## src/rtl/clock_pkg.sv

```systemverilog
// Shared types and constants for the clock-setting control slice.
package clock_pkg;

  typedef enum logic [1:0] {
    RUN      = 2'd0,
    SET_HOUR = 2'd1,
    SET_MIN  = 2'd2
  } mode_t;

  localparam logic [3:0] HOUR_MASK = 4'b1100;
  localparam logic [3:0] MIN_MASK  = 4'b0011;

  // Mode sequence on a set-button release; the unused encoding falls back to RUN.
  function automatic mode_t next_mode(input mode_t m);
    mode_t n;
    case (m)
      RUN:      n = SET_HOUR;
      SET_HOUR: n = SET_MIN;
      SET_MIN:  n = RUN;
      default:  n = RUN;
    endcase
    return n;
  endfunction

  // Digits being edited blank during the "on" half of the blink.
  function automatic logic [3:0] blank_for(input mode_t m, input logic phase);
    logic [3:0] mask;
    case (m)
      SET_HOUR: mask = phase ? HOUR_MASK : 4'b0000;
      SET_MIN:  mask = phase ? MIN_MASK  : 4'b0000;
      default:  mask = 4'b0000;
    endcase
    return mask;
  endfunction

endpackage

```

## src/rtl/set_mode_ctrl_if.sv

```systemverilog
// Button/tick inputs and timekeeper/display outputs of the set-mode controller.
interface set_mode_ctrl_if;
  logic       btn_set;
  logic       btn_inc;
  logic       tick_1hz;
  logic [1:0] mode;
  logic       inc_hour;
  logic       inc_min;
  logic       clear_sec;
  logic [3:0] blank_mask;

  modport master (
    output btn_set, btn_inc, tick_1hz,
    input  mode, inc_hour, inc_min, clear_sec, blank_mask
  );

  modport slave (
    input  btn_set, btn_inc, tick_1hz,
    output mode, inc_hour, inc_min, clear_sec, blank_mask
  );
endinterface

```

## src/rtl/btn_debounce.sv

```systemverilog
// Two-flop synchronizer plus counting debouncer; emits registered one-cycle
// pulses on each debounced rising and falling edge.
module btn_debounce #(
  parameter int DEB_CYC = 180000
) (
  input  logic clk,
  input  logic rst,
  input  logic btn,
  output logic rise,
  output logic fall
);

  localparam int CW = $clog2(DEB_CYC + 1);

  logic          sync1_r;
  logic          sync2_r;
  logic          deb_r;
  logic          deb_d_r;
  logic          rise_r;
  logic          fall_r;
  logic [CW-1:0] cnt_r;
  logic [CW-1:0] cnt_nxt_s;
  logic          deb_nxt_s;

  // Count consecutive disagreeing cycles; flip the level when the run completes.
  always_comb begin
    cnt_nxt_s = cnt_r;
    deb_nxt_s = deb_r;
    if (sync2_r != deb_r) begin
      if (cnt_r == CW'(DEB_CYC - 1)) begin
        deb_nxt_s = sync2_r;
        cnt_nxt_s = {CW{1'b0}};
      end else begin
        cnt_nxt_s = cnt_r + CW'(1);
      end
    end else begin
      cnt_nxt_s = {CW{1'b0}};
    end
  end

  // Synchronizer, debounce state and registered edge pulses.
  always_ff @(posedge clk) begin
    if (rst) begin
      sync1_r <= 1'b0;
      sync2_r <= 1'b0;
      cnt_r   <= {CW{1'b0}};
      deb_r   <= 1'b0;
      deb_d_r <= 1'b0;
      rise_r  <= 1'b0;
      fall_r  <= 1'b0;
    end else begin
      sync1_r <= btn;
      sync2_r <= sync1_r;
      cnt_r   <= cnt_nxt_s;
      deb_r   <= deb_nxt_s;
      deb_d_r <= deb_r;
      rise_r  <= deb_r & ~deb_d_r;
      fall_r  <= ~deb_r & deb_d_r;
    end
  end

  assign rise = rise_r;
  assign fall = fall_r;

endmodule

```

## src/rtl/set_mode_ctrl.sv

```systemverilog
// Clock set-mode controller: cycles RUN/SET_HOUR/SET_MIN on set-button release,
// issues increment pulses with auto-repeat, blinks the edited digits and
// falls back to RUN after an idle timeout.
module set_mode_ctrl
  import clock_pkg::*;
#(
  parameter int DEB_CYC       = 180000,
  parameter int REPEAT_DELAY  = 6000000,
  parameter int REPEAT_PERIOD = 2400000,
  parameter int TIMEOUT_S     = 10
) (
  input logic            clk,
  input logic            rst,
  set_mode_ctrl_if.slave bus
);

  localparam int REP_MAX = (REPEAT_DELAY > REPEAT_PERIOD) ? REPEAT_DELAY : REPEAT_PERIOD;
  localparam int RW      = $clog2(REP_MAX + 1);
  localparam int TW      = $clog2(TIMEOUT_S + 1);

  logic set_rise_s;
  logic set_fall_s;
  logic inc_rise_s;
  logic inc_fall_s;

  mode_t         mode_r;
  logic          hold_r;
  logic [RW-1:0] rep_cnt_r;
  logic [TW-1:0] tmo_cnt_r;
  logic          phase_r;
  logic          inc_hour_r;
  logic          inc_min_r;
  logic          clear_sec_r;
  logic [3:0]    blank_r;

  mode_t         mode_nxt_s;
  logic          hold_nxt_s;
  logic [RW-1:0] rep_nxt_s;
  logic [TW-1:0] tmo_nxt_s;
  logic          phase_nxt_s;
  logic          pulse_s;
  logic          press_s;
  logic          timeout_s;
  logic          mode_chg_s;

  btn_debounce #(.DEB_CYC(DEB_CYC)) u_deb_set (
    .clk  (clk),
    .rst  (rst),
    .btn  (bus.btn_set),
    .rise (set_rise_s),
    .fall (set_fall_s)
  );

  btn_debounce #(.DEB_CYC(DEB_CYC)) u_deb_inc (
    .clk  (clk),
    .rst  (rst),
    .btn  (bus.btn_inc),
    .rise (inc_rise_s),
    .fall (inc_fall_s)
  );

  // Next mode, timeout, auto-repeat and blink phase; a mode change outranks increments.
  always_comb begin
    mode_nxt_s  = mode_r;
    hold_nxt_s  = hold_r;
    rep_nxt_s   = rep_cnt_r;
    tmo_nxt_s   = tmo_cnt_r;
    phase_nxt_s = phase_r;
    pulse_s     = 1'b0;
    timeout_s   = 1'b0;
    press_s     = set_rise_s | inc_rise_s;

    // A press in the same cycle as the final tick restarts the idle window.
    if ((mode_r != RUN) && bus.tick_1hz && !press_s && (tmo_cnt_r == TW'(TIMEOUT_S - 1))) begin
      timeout_s = 1'b1;
    end else begin
      timeout_s = 1'b0;
    end

    if (timeout_s) begin
      mode_nxt_s = RUN;
    end else if (set_fall_s) begin
      mode_nxt_s = next_mode(mode_r);
    end else begin
      mode_nxt_s = mode_r;
    end
    mode_chg_s = (mode_nxt_s != mode_r);

    if (mode_chg_s || (mode_r == RUN) || press_s) begin
      tmo_nxt_s = {TW{1'b0}};
    end else if (bus.tick_1hz) begin
      tmo_nxt_s = tmo_cnt_r + TW'(1);
    end else begin
      tmo_nxt_s = tmo_cnt_r;
    end

    // Repeat only survives while the same press is held in the same set mode.
    if (mode_chg_s || (mode_r == RUN) || inc_fall_s) begin
      hold_nxt_s = 1'b0;
      rep_nxt_s  = {RW{1'b0}};
    end else if (inc_rise_s) begin
      pulse_s    = 1'b1;
      hold_nxt_s = 1'b1;
      rep_nxt_s  = RW'(REPEAT_DELAY - 1);
    end else if (hold_r) begin
      if (rep_cnt_r == {RW{1'b0}}) begin
        pulse_s   = 1'b1;
        rep_nxt_s = RW'(REPEAT_PERIOD - 1);
      end else begin
        rep_nxt_s = rep_cnt_r - RW'(1);
      end
    end else begin
      hold_nxt_s = 1'b0;
      rep_nxt_s  = {RW{1'b0}};
    end

    // Digits stay visible right after an increment so the new value shows.
    if (pulse_s) begin
      phase_nxt_s = 1'b0;
    end else if (bus.tick_1hz) begin
      phase_nxt_s = ~phase_r;
    end else begin
      phase_nxt_s = phase_r;
    end
  end

  // State and registered outputs.
  always_ff @(posedge clk) begin
    if (rst) begin
      mode_r      <= RUN;
      hold_r      <= 1'b0;
      rep_cnt_r   <= {RW{1'b0}};
      tmo_cnt_r   <= {TW{1'b0}};
      phase_r     <= 1'b0;
      inc_hour_r  <= 1'b0;
      inc_min_r   <= 1'b0;
      clear_sec_r <= 1'b0;
      blank_r     <= 4'b0000;
    end else begin
      mode_r      <= mode_nxt_s;
      hold_r      <= hold_nxt_s;
      rep_cnt_r   <= rep_nxt_s;
      tmo_cnt_r   <= tmo_nxt_s;
      phase_r     <= phase_nxt_s;
      inc_hour_r  <= pulse_s & (mode_r == SET_HOUR);
      inc_min_r   <= pulse_s & (mode_r == SET_MIN);
      clear_sec_r <= pulse_s;
      blank_r     <= blank_for(mode_nxt_s, phase_nxt_s);
    end
  end

  assign bus.mode       = mode_r;
  assign bus.inc_hour   = inc_hour_r;
  assign bus.inc_min    = inc_min_r;
  assign bus.clear_sec  = clear_sec_r;
  assign bus.blank_mask = blank_r;

endmodule

```

## src/flat_wrapper.sv

```systemverilog
// flat-port wrapper written by rule: the top's interface ports become plain ports
module set_mode_ctrl_flat import clock_pkg::*;
#(
  parameter int DEB_CYC       = 180000,
  parameter int REPEAT_DELAY  = 6000000,
  parameter int REPEAT_PERIOD = 2400000,
  parameter int TIMEOUT_S     = 10
)
  (clk, rst, bus_btn_set, bus_btn_inc, bus_tick_1hz, bus_mode, bus_inc_hour, bus_inc_min, bus_clear_sec, bus_blank_mask);
  set_mode_ctrl_if bus_i ();
  input logic clk;
  input logic rst;
  input wire logic [$bits(bus_i.btn_set)-1:0] bus_btn_set;
  input wire logic [$bits(bus_i.btn_inc)-1:0] bus_btn_inc;
  input wire logic [$bits(bus_i.tick_1hz)-1:0] bus_tick_1hz;
  output wire logic [$bits(bus_i.mode)-1:0] bus_mode;
  output wire logic [$bits(bus_i.inc_hour)-1:0] bus_inc_hour;
  output wire logic [$bits(bus_i.inc_min)-1:0] bus_inc_min;
  output wire logic [$bits(bus_i.clear_sec)-1:0] bus_clear_sec;
  output wire logic [$bits(bus_i.blank_mask)-1:0] bus_blank_mask;
  assign bus_i.btn_set = bus_btn_set;
  assign bus_i.btn_inc = bus_btn_inc;
  assign bus_i.tick_1hz = bus_tick_1hz;
  assign bus_mode = bus_i.mode;
  assign bus_inc_hour = bus_i.inc_hour;
  assign bus_inc_min = bus_i.inc_min;
  assign bus_clear_sec = bus_i.clear_sec;
  assign bus_blank_mask = bus_i.blank_mask;
  set_mode_ctrl #(.DEB_CYC(DEB_CYC), .REPEAT_DELAY(REPEAT_DELAY), .REPEAT_PERIOD(REPEAT_PERIOD), .TIMEOUT_S(TIMEOUT_S)) u_core (.clk(clk), .rst(rst), .bus(bus_i));
endmodule
```

## config.mk

```make
export PLATFORM = sky130hd
export DESIGN_NAME = set_mode_ctrl_flat
export DESIGN_NICKNAME = d
export VERILOG_FILES = /design/src/rtl/clock_pkg.sv /design/src/rtl/set_mode_ctrl_if.sv /design/src/rtl/btn_debounce.sv /design/src/rtl/set_mode_ctrl.sv /design/src/flat_wrapper.sv
export SDC_FILE = /design/constraint.sdc
export NUM_CORES = 1
export LEC_CHECK = 0
export ABC_AREA = 1
export CAP_MARGIN = 0
export CORE_UTILIZATION = 55
export CTS_CLUSTER_SIZE = 20
export DETAILED_ROUTE_END_ITERATION = 16
export HOLD_SLACK_MARGIN = 0.03
export PLACE_DENSITY_LB_ADDON = 0.25
export SLEW_MARGIN = 15
export SYNTH_ARGS = -nofsm -noshare
export SYNTH_HDL_FRONTEND = slang
export SYNTH_SLANG_ARGS = --single-unit
```

## constraint.sdc

```tcl
create_clock -name clk -period 2.19 [get_ports clk]
set_input_delay 0.438 -clock clk [delete_from_list [all_inputs] [get_ports clk]]
set_output_delay 0.438 -clock clk [all_outputs]
set_load 0.1 [all_outputs]
```

## Yosys cells after proc, flatten, opt, wreduce, memory -nomap -nowiden

Cells that the tools add are included.

| storage, ports and cells | value |
|---|---|
| bits in registers | 86 |
| latch bits | 0 |
| RAM bits | 0 |
| memory bits (read-only) | 0 |
| output and inout bits | 9 |
| word-level logic and storage cells | 90 |
| memories | 0 |

| operators by class | value |
|---|---|
| add/sub/neg operators | 4 |
| multiply operators | 0 |
| divide/modulo/power cells | 0 |
| order comparisons | 0 |
| equal/unequal tests | 10 |
| shift-type cells | 0 |
| mux-type cells | 18 |
| bitwise operators | 15 |
| reduce and logical (&&, ||, !) cells | 18 |

Operators with widths:

| kind | count |
|---|---|
| $mux 23 | 3 |
| $add 18x1->18 const B | 2 |
| $eq 18x18->1 const B | 2 |
| $logic_not 23->1 | 1 |
| $sub 23x1->23 const B | 1 |
| $mux 1 | 9 |
| $not 1->1 | 8 |
| $pmux 4 s2 | 1 |
| $and 1x1->1 | 6 |
| $mux 2 | 3 |
| $reduce_or 3->1 | 2 |
| $reduce_or 5->1 | 1 |
| $add 4x1->4 const B | 1 |
| $eq 2x1->1 const B | 2 |
| $eq 2x2->1 const B | 2 |
| $eq 4x4->1 const B | 1 |
| $mux 4 | 1 |
| $pmux 2 s2 | 1 |
| $reduce_and 2->1 | 2 |
| $reduce_or 2->1 | 2 |
| $reduce_or 4->1 | 1 |
| $logic_and 1x1->1 | 3 |
| $logic_or 1x1->1 | 3 |
| $logic_not 2->1 | 1 |
| 5 further kinds | 6 |

## Depth between registers and ports, before layout

Gate-level depths: netlist of run 1.

| logic depth | value |
|---|---|
| depth after elaboration | 13 |
| depth in mapped cells | 11 |
| mapped depth without buffers | 11 |

## Hierarchy

From an unflattened synthesis of run 1, not the netlist that was laid out.

| second synthesis, totals | value |
|---|---|
| cell total of the unflattened synthesis | 588 |
| area, all modules | 4180.3 µm² |

By module, submodules not included:

| module | instances | cells each | area an instance (µm²) | sequential area each (µm²) |
|---|---|---|---|---|
| btn_debounce | 2 | 152 | 1112.3 | 480.5 |
| set_mode_ctrl | 1 | 284 | 1955.6 | 720.7 |

## Worst setup path after synthesis of run 1

No wires, ideal clock.

| path | value |
|---|---|
| path type | flip-flop to flip-flop |
| from | reg u_core.mode_r[1] (netlist: u_core.bus.mode[1]) |
| to | reg u_core.blank_r[2] (netlist: u_core.bus.blank_mask[2]) |
| library setup time | 0.064 ns |
| arrival time | 1.953 ns |
| required time | 2.126 ns |
| slack | 0.173 ns |
| cell stages (with the launch flop) | 10 |
| buffers on the path | 0 |
| clock period less this slack | 2.017 ns |
| path through | dfxtp_1 > nor2_2 > nor2_1 > nand2_4 > nand2_1 > inv_1 > ha_1 > inv_1 > nand2_1 > nor2_1 |

| between the ends | value |
|---|---|
| word-level cells in the longest chain between the ends | 13 |

Ends and longest elaborated chain:

| what | line | RTL |
|---|---|---|
| start, declared | set_mode_ctrl.sv:26 | `mode_t mode_r;` |
| start signal, assigned | set_mode_ctrl.sv:140 | `mode_r <= mode_nxt_s;` |
| branches (longest 5 deep; another with $eq 2x1->1) | -- |  |
| $mux 2 (*) | set_mode_ctrl.sv:80 | `if (timeout_s) begin` |
| via u_core.mode_nxt_s[1] | set_mode_ctrl.sv:36 | `mode_t mode_nxt_s;` |
| $ne 2x2->1 | set_mode_ctrl.sv:87 | `mode_chg_s = (mode_nxt_s != mode_r);` |
| $logic_or 1x1->1 (2 in a row) | set_mode_ctrl.sv:98 | `if (mode_chg_s \|\| (mode_r == RUN) \|\| inc_fall_s) begin` |
| $mux 1 | set_mode_ctrl.sv:98 |  |
| $mux 1 | set_mode_ctrl.sv:118 | `if (pulse_s) begin` |
| $mux 4 | clock_pkg.sv:29 | `SET_HOUR: mask = phase ? HOUR_MASK : 4'b0000;` |
| $pmux 4 s2 (*) | clock_pkg.sv:28 | `case (m)` |
| end signal, assigned | set_mode_ctrl.sv:148 | `blank_r <= blank_for(mode_nxt_s, phase_nxt_s);` |
| end, declared | set_mode_ctrl.sv:34 | `logic [3:0] blank_r;` |

Mark *: on every way through the listed nets, which the timed path passes.
A chain may end at the register's enable or synchronous reset.

## Worst setup path in the final report of run 1

| path | value |
|---|---|
| from | reg u_core.u_deb_inc.cnt_r[0] |
| to | reg u_core.u_deb_inc.cnt_r[14] |

| between the ends | value |
|---|---|
| word-level cells in the longest chain between the ends | 2 |

Ends and longest elaborated chain:

| what | line | RTL |
|---|---|---|
| start, declared | btn_debounce.sv:21 | `logic [CW-1:0] cnt_r;` |
| start signal, assigned | btn_debounce.sv:46 | `cnt_r <= {CW{1'b0}};` |
| start signal, assigned | btn_debounce.sv:54 | `cnt_r <= cnt_nxt_s;` |
| branches (longest 2 deep; another with $add 18x1->18) | -- |  |

Several ways; the timed one is not identified.

==> results of run 1 <==
-- sequential cells by signal, indices dropped and copies added (netlist names), 2 cells and up --
signal / flops
u_core.u_deb_set.cnt_r: 18
u_core.u_deb_inc.cnt_r: 18
u_core.tmo_cnt_r: 4
u_core.rep_cnt_r: 23
u_core.bus.blank_mask: 2
u_core.bus.mode: 2
-- how the worst min path moves through the flow --
stage,from,end
detailed placement,u_core.u_deb_inc.sync1_r$_SDFF_PP0_,u_core.u_deb_inc.sync2_r$_SDFF_PP0_
finish,u_core.u_deb_inc.sync1_r$_SDFF_PP0_,u_core.u_deb_inc.sync2_r$_SDFF_PP0_
global placement,u_core.u_deb_inc.sync1_r$_SDFF_PP0_,u_core.u_deb_inc.sync2_r$_SDFF_PP0_
floorplan,u_core.u_deb_inc.sync1_r$_SDFF_PP0_,u_core.u_deb_inc.sync2_r$_SDFF_PP0_
global route,u_core.u_deb_inc.deb_d_r$_SDFF_PP0_,u_core.u_deb_inc.rise$_SDFF_PP0_
CTS,u_core.u_deb_set.deb_d_r$_SDFF_PP0_,u_core.u_deb_set.rise$_SDFF_PP0_
-- cell type report --
type | count | area, um2 | area share
Inverter | 89 | 334.1 | 0.07251
Tap cell | 99 | 123.9 | 0.02689
Multi-Input combinational cell | 399 | 2128 | 0.4620
Clock inverter | 5 | 85.08 | 0.01847
Sequential cell | 84 | 1682 | 0.3650
Timing Repair Buffer | 15 | 122.6 | 0.02662
Clock buffer | 11 | 131.4 | 0.02852
-- cells in the mapped netlist (all sizes together) --
master	n
nand3b	3
nand3	44
nand2	132
xor2	24
nand4	15
nor4	1
nor3	15
mux2i	1
clkbuf	1
nor2	111
o21a	1
buf	5
o21ai	18
dfxtp	84
or2	5
a21oi	13
ha	8
a31oi	1
inv	89
xnor2	7
-- worst max-delay path: stages, from the launching register on --
cell	delay, ps
dfxtp_1	410
ha_1	210
nand3_1	200
nor2_1	240
nand3_2	140
nand4_4	200
nor2_1	80
-- logic make-up (layout without fill, tap and decap cells) --
logic type / after synthesis / count (layout) / share of synthesized area
flops: 84 / 84 / 0.4017
fa+ha+maj: 8 / 8 / 0.02391
compound gates: 33 / 33 / 0.04304
simple gates: 326 / 326 / 0.3742
xor+xnor: 31 / 31 / 0.06485
mux: 1 / 1 / 0.002391
buf+inv: 95 / 120 / 0.08996
-- through the flow --
step                setup slack [ps]  power, mW
finish                         602.2      2.773
global route                   481.6      2.859
CTS                            590.1      2.804
detailed placement             282.0      1.608
global placement               320.7      1.607
floorplan                      172.8      1.594
-- power by group through the flow --
| stage | Sequential [mW] | Clock (mW) | Combinational [mW] |
|---|---|---|---|
| 6_report | 1.53 | 1.20 | 0.0369 |
| 5_1_grt | 1.54 | 1.28 | 0.0426 |
| 4_1_cts | 1.53 | 1.23 | 0.0376 |
| 3_5_place_dp | 1.57 | 0 | 0.0375 |
| 3_3_place_gp | 1.57 | 0 | 0.0367 |
| 2_1_floorplan | 1.57 | 0 | 0.0234 |
-- layer usage --
layer | GRT usage | up-vias | share of wire
met5 | 0 | - | 0
li1 | - | 1835 | -
met1 | 0.2759 | 1556 | 0.48
met4 | 0.05916 | 0 | 0.0068
met2 | 0.3879 | 43 | 0.48
met3 | 0.04986 | 4 | 0.029
==> flow_summary.toml, run 1 <==
[final_layout]
stdcell_count = 702
fin_nets = 611
diodes = 0
final_area_um2 = 4607
final_util = 0.6318
fillers = 716
final_common_cell = "nand2_1"
drive_gt1_frac = 0.1310
layout_common_cells = "121 x nand2_1, 91 x nor2_1, 84 x dfxtp_1, 81 x inv_1, 40 x nand3_1"
area_growth_pct = 10.04

[run_status]
status = "finished clean"

[worst_setup_path]
reg2reg_from = "u_core.u_deb_inc.cnt_r[0]$_SDFF_PP0_"
r2r_end = "u_core.u_deb_inc.cnt_r[14]$_SDFF_PP0_"
crit_path_end = "u_core.u_deb_inc.cnt_r[14]$_SDFF_PP0_"
start_kind = "flop"
path_class = "reg -> reg"
required_ps = 2430
rr_worst_depth = 6
cp_max_fo = 15
cp-end-kind = "flop"
crit_path_start = "u_core.u_deb_inc.cnt_r[0]$_SDFF_PP0_"
cp_data_arrival_time_ps = 1830
r2r_slack_ps = 600

[global_routing]
grt_pass1_wl_um = 13810
grt_pass1_vias = 3246
grt_overflow = 0
antenna_found_initial = 0
grt_max_degree = 16
globalRouteTotalUtil = 0.2220

[clocking]
cts_setup_buffers = 0
cts_tree = "done"
ctsResizeCount = 0
cts-htree-levels = 3
numCtsBuffers = 9
clock_latency_ps = 350
cts_root_buffer = "clkbuf_8"
clkTransAtPathRegs_ps = 90
clock-sinks = 84
holdBufCountCts = 0
clockBufferDepth = 2

[timing]
setup_tns_ps = 0
whs_ps = 415.8
fin_crit_sh = 0.7250
relSlewSlack = 0.7336
period_needed_ps = 1588
rsz0062_at_grt = "no"
fmaxAchievable_ghz = 0.6298
slew_violations = 0
tightest_slew_ps = 398.6
setup_viol_count_final = 0
skew_ps = 8.504
finalHoldViolCount = 0

[floorplan]
coreArea_um2 = 7292
die_w_um = 89.25
io_pins = 14
row_count = 31
die_area_um2 = 7965
die_h_um = 89.25
start_util = 0.5741

[synthesis]
ys_seq_elements = 84
postSynthCellCount = 578
yosysSeqAreaShare = 0.4017
ys_top_cells_by_area = "dfxtp_1 40%, nand2_1 11%, nor2_1 8.2%, inv_1 7.3%, xor2_1 5.0%"
yosysWarningCount = 0
yosysUniqueCellTypes = 35
syn_avg_cell_area_um2 = 7.243
syn_nets = 591
netlist_area_um2 = 4187
yosys.area.top_type_share = 0.4017
synth_top_area_cell = "dfxtp_1"

[power]
combPwrFrac = 0.013
seq_power_share = 0.553
power_density_nw_per_um2 = 602.0
ir_drop_v = 0.0004944
power_leakage_nw = 2.129
p_int_mw = 2.196
p_switching_mw = 0.5774
swShare = 0.2082
clock_power_share = 0.433

[job]
cap_viol_max_count = 0

[hold_path]
hold_class = "reg -> reg"
min_path_cells = 2

[route]
wirelength_um = 7785
route.detailed.drc = 0
vias = 3438
viasPerCell = 4.897
drtPass1Iterations = 5
ant_nets = 0
drtIter0Drc = 149
wire_per_inst_um = 11.09

[place]
placed_area_um2 = 4390
dp_cells = 686
dp_hpwl_um = 5962
gp_congestion = 0.8613
io_buffers = 13
Power figures use the tool's default switching activity.
==> run 2: changes to the inputs <==
Clock period 2.19 ns to 1.5 ns, I/O delays scaled along.
==> run 2 against run 1 <==
Critical path depth rose by 1; worst hold slack got worse by 17 ps; fmax rose by 12%; register-to-register slack got worse by 510 ps; critical path type unchanged; largest cell class unchanged; largest power group unchanged.
==> flow_summary.toml, run 2 (synthesis gave the netlist of run 1 again) <==
[final_layout]
largest_register_ffs = 23
layout_common_cells = "111 x nand2_1, 82 x nor2_1, 76 x inv_1, 75 x dfxtp_1, 38 x nand3_1"
largest-register = "u_core.rep_cnt_r"
diodes = 0
fin_nets = 633
final_common_cell = "nand2_1"
area_growth_pct = 20.26
top_regs = "u_core.rep_cnt_r (23), u_core.u_deb_inc.cnt_r (18), u_core.u_deb_set.cnt_r (18)"
drive_gt1_frac = 0.2272

[route]
wirelength_um = 8516
vias = 3595
wl_met2_um = 4392
top_layer_used = "met4"
wl_met3_um = 282
wire_per_inst_um = 11.76
route.detailed.drc = 0
wl_met1_um = 3704
drtPass1Iterations = 5
ant_nets = 0
viasPerCell = 4.965
drtIter0Drc = 161

[place]
dp_hpwl_um = 6326
io_buffers = 13
gp_congestion = 0.8502
dp_slack_ps = -264.9

[floorplan]
die_w_um = 89.25
die_h_um = 89.25
die_area_um2 = 7965
start_util = 0.5741
row_count = 31
io_pins = 14
coreArea_um2 = 7292

[clocking]
clock-sinks = 84
cts_tree = "done"
clkTransAtPathRegs_ps = 80
numCtsBuffers = 9
clock_latency_ps = 350
cts-htree-levels = 3
holdBufCountCts = 0
cts_root_buffer = "clkbuf_8"
clockBufferDepth = 2

[global_routing]
grt_pass1_vias = 3445
antenna_found_initial = 0
grt_overflow = 0
grt_pass1_wl_um = 14300
globalRouteTotalUtil = 0.2323
grt_max_degree = 16

[hold_path]
hold_class = "reg -> reg"
min_from = "u_core.u_deb_inc.sync1_r$_SDFF_PP0_"

[timing]
tightest_slew_ps = 309.4
fin_crit_sh = 0.9412
worst_slack_ps = 88.25
rsz0062_at_grt = "yes"
skew_ps = 8.965
relSlewSlack = 0.7928
slew_violations = 0
whs_ps = 399.2
fmaxAchievable_ghz = 0.7083
finalHoldViolCount = 0
setup_viol_count_final = 0
period_needed_ps = 1412

[worst_setup_path]
cp-end-kind = "flop"
cp_max_fo = 5
crit_path_start = "u_core.u_deb_inc.cnt_r[1]$_SDFF_PP0_"
reg2reg_from = "u_core.u_deb_inc.cnt_r[1]$_SDFF_PP0_"
path_class = "reg -> reg"
required_ps = 1740
cp_data_arrival_time_ps = 1650
start_kind = "flop"

[power]
power_leakage_nw = 2.306
ir_drop_v = 0.0005832
power_density_nw_per_um2 = 744.9
total_power_mw = 3.751

[job]
cap_viol_max_count = 0

[run_status]
status = "finished clean"
==> run 2: critical path, stage by stage, from the launching register on <==
cell and delay (ps):
dfxtp_1 360, ha_1 200, nand3_2 120, inv_1 130, nand2_2 120, nor2_2 160
xor2_1 160, nor2_1 60
==> run 2: metrics by stage <==
| step | utilization | std cells | setup TNS (ps) | area, um2 |
|---|---|---|---|---|
| finish | 0.6905 | 724 | 0 | 5035 |
| global route | 0.6905 | 724 | -55.78 | 5035 |
| CTS | 0.6621 | 720 | 0 | 4828 |
| detailed placement | 0.6364 | 703 | -3998 | 4641 |
| global placement | 0.6364 | 703 | -2402 | 4641 |
| floorplan | - | 578 | -20.11 | 4197 |
==> run 2: final timing paths <==
check / endpoint / cells past startpoint / slack [ps]
worst max-delay path: u_core.u_deb_inc.cnt_r[14]$_SDFF_PP0_ / 7 / 90
worst max register to register: u_core.u_deb_inc.cnt_r[14]$_SDFF_PP0_ / 7 / 90
worst min register to register: u_core.u_deb_inc.sync2_r$_SDFF_PP0_ / 2 / 400
worst min-delay path: u_core.u_deb_inc.sync2_r$_SDFF_PP0_ / 2 / 400
==> run 2: timing repair <==
item,in CTS,in global routing
gates resized for setup,4,45
pin swaps,3,10
endpoints found under the setup margin,7,54
buffers inserted,1,4
==> run 2: cell type report <==
class | instances | area (um2)
fillers | 634 | 2257
clock buffers | 14 | 162.7
well taps | 99 | 123.9
flip-flops and latches | 84 | 1698
inverters | 89 | 336.6
repair buffers | 37 | 412.9
multi-input cells | 399 | 2291
clock inverters | 2 | 10.01
==> run 2: routing by layer <==
layer / GRT usage / up-vias
li1: - / 1885
met1: 0.2572 / 1628
met2: 0.4275 / 68
met3: 0.05448 / 14
met4: 0.09380 / 0
met5: 0 / -
==> run 2: power by group <==
part           total, mW  leakage, nW  switching, mW  internal [mW]
Clock               1.45       0.0905          0.757          0.690
Combinational     0.0660         1.53         0.0361         0.0299
Sequential          2.24        0.683        0.00474           2.23
Total               3.75         2.31          0.798           2.95
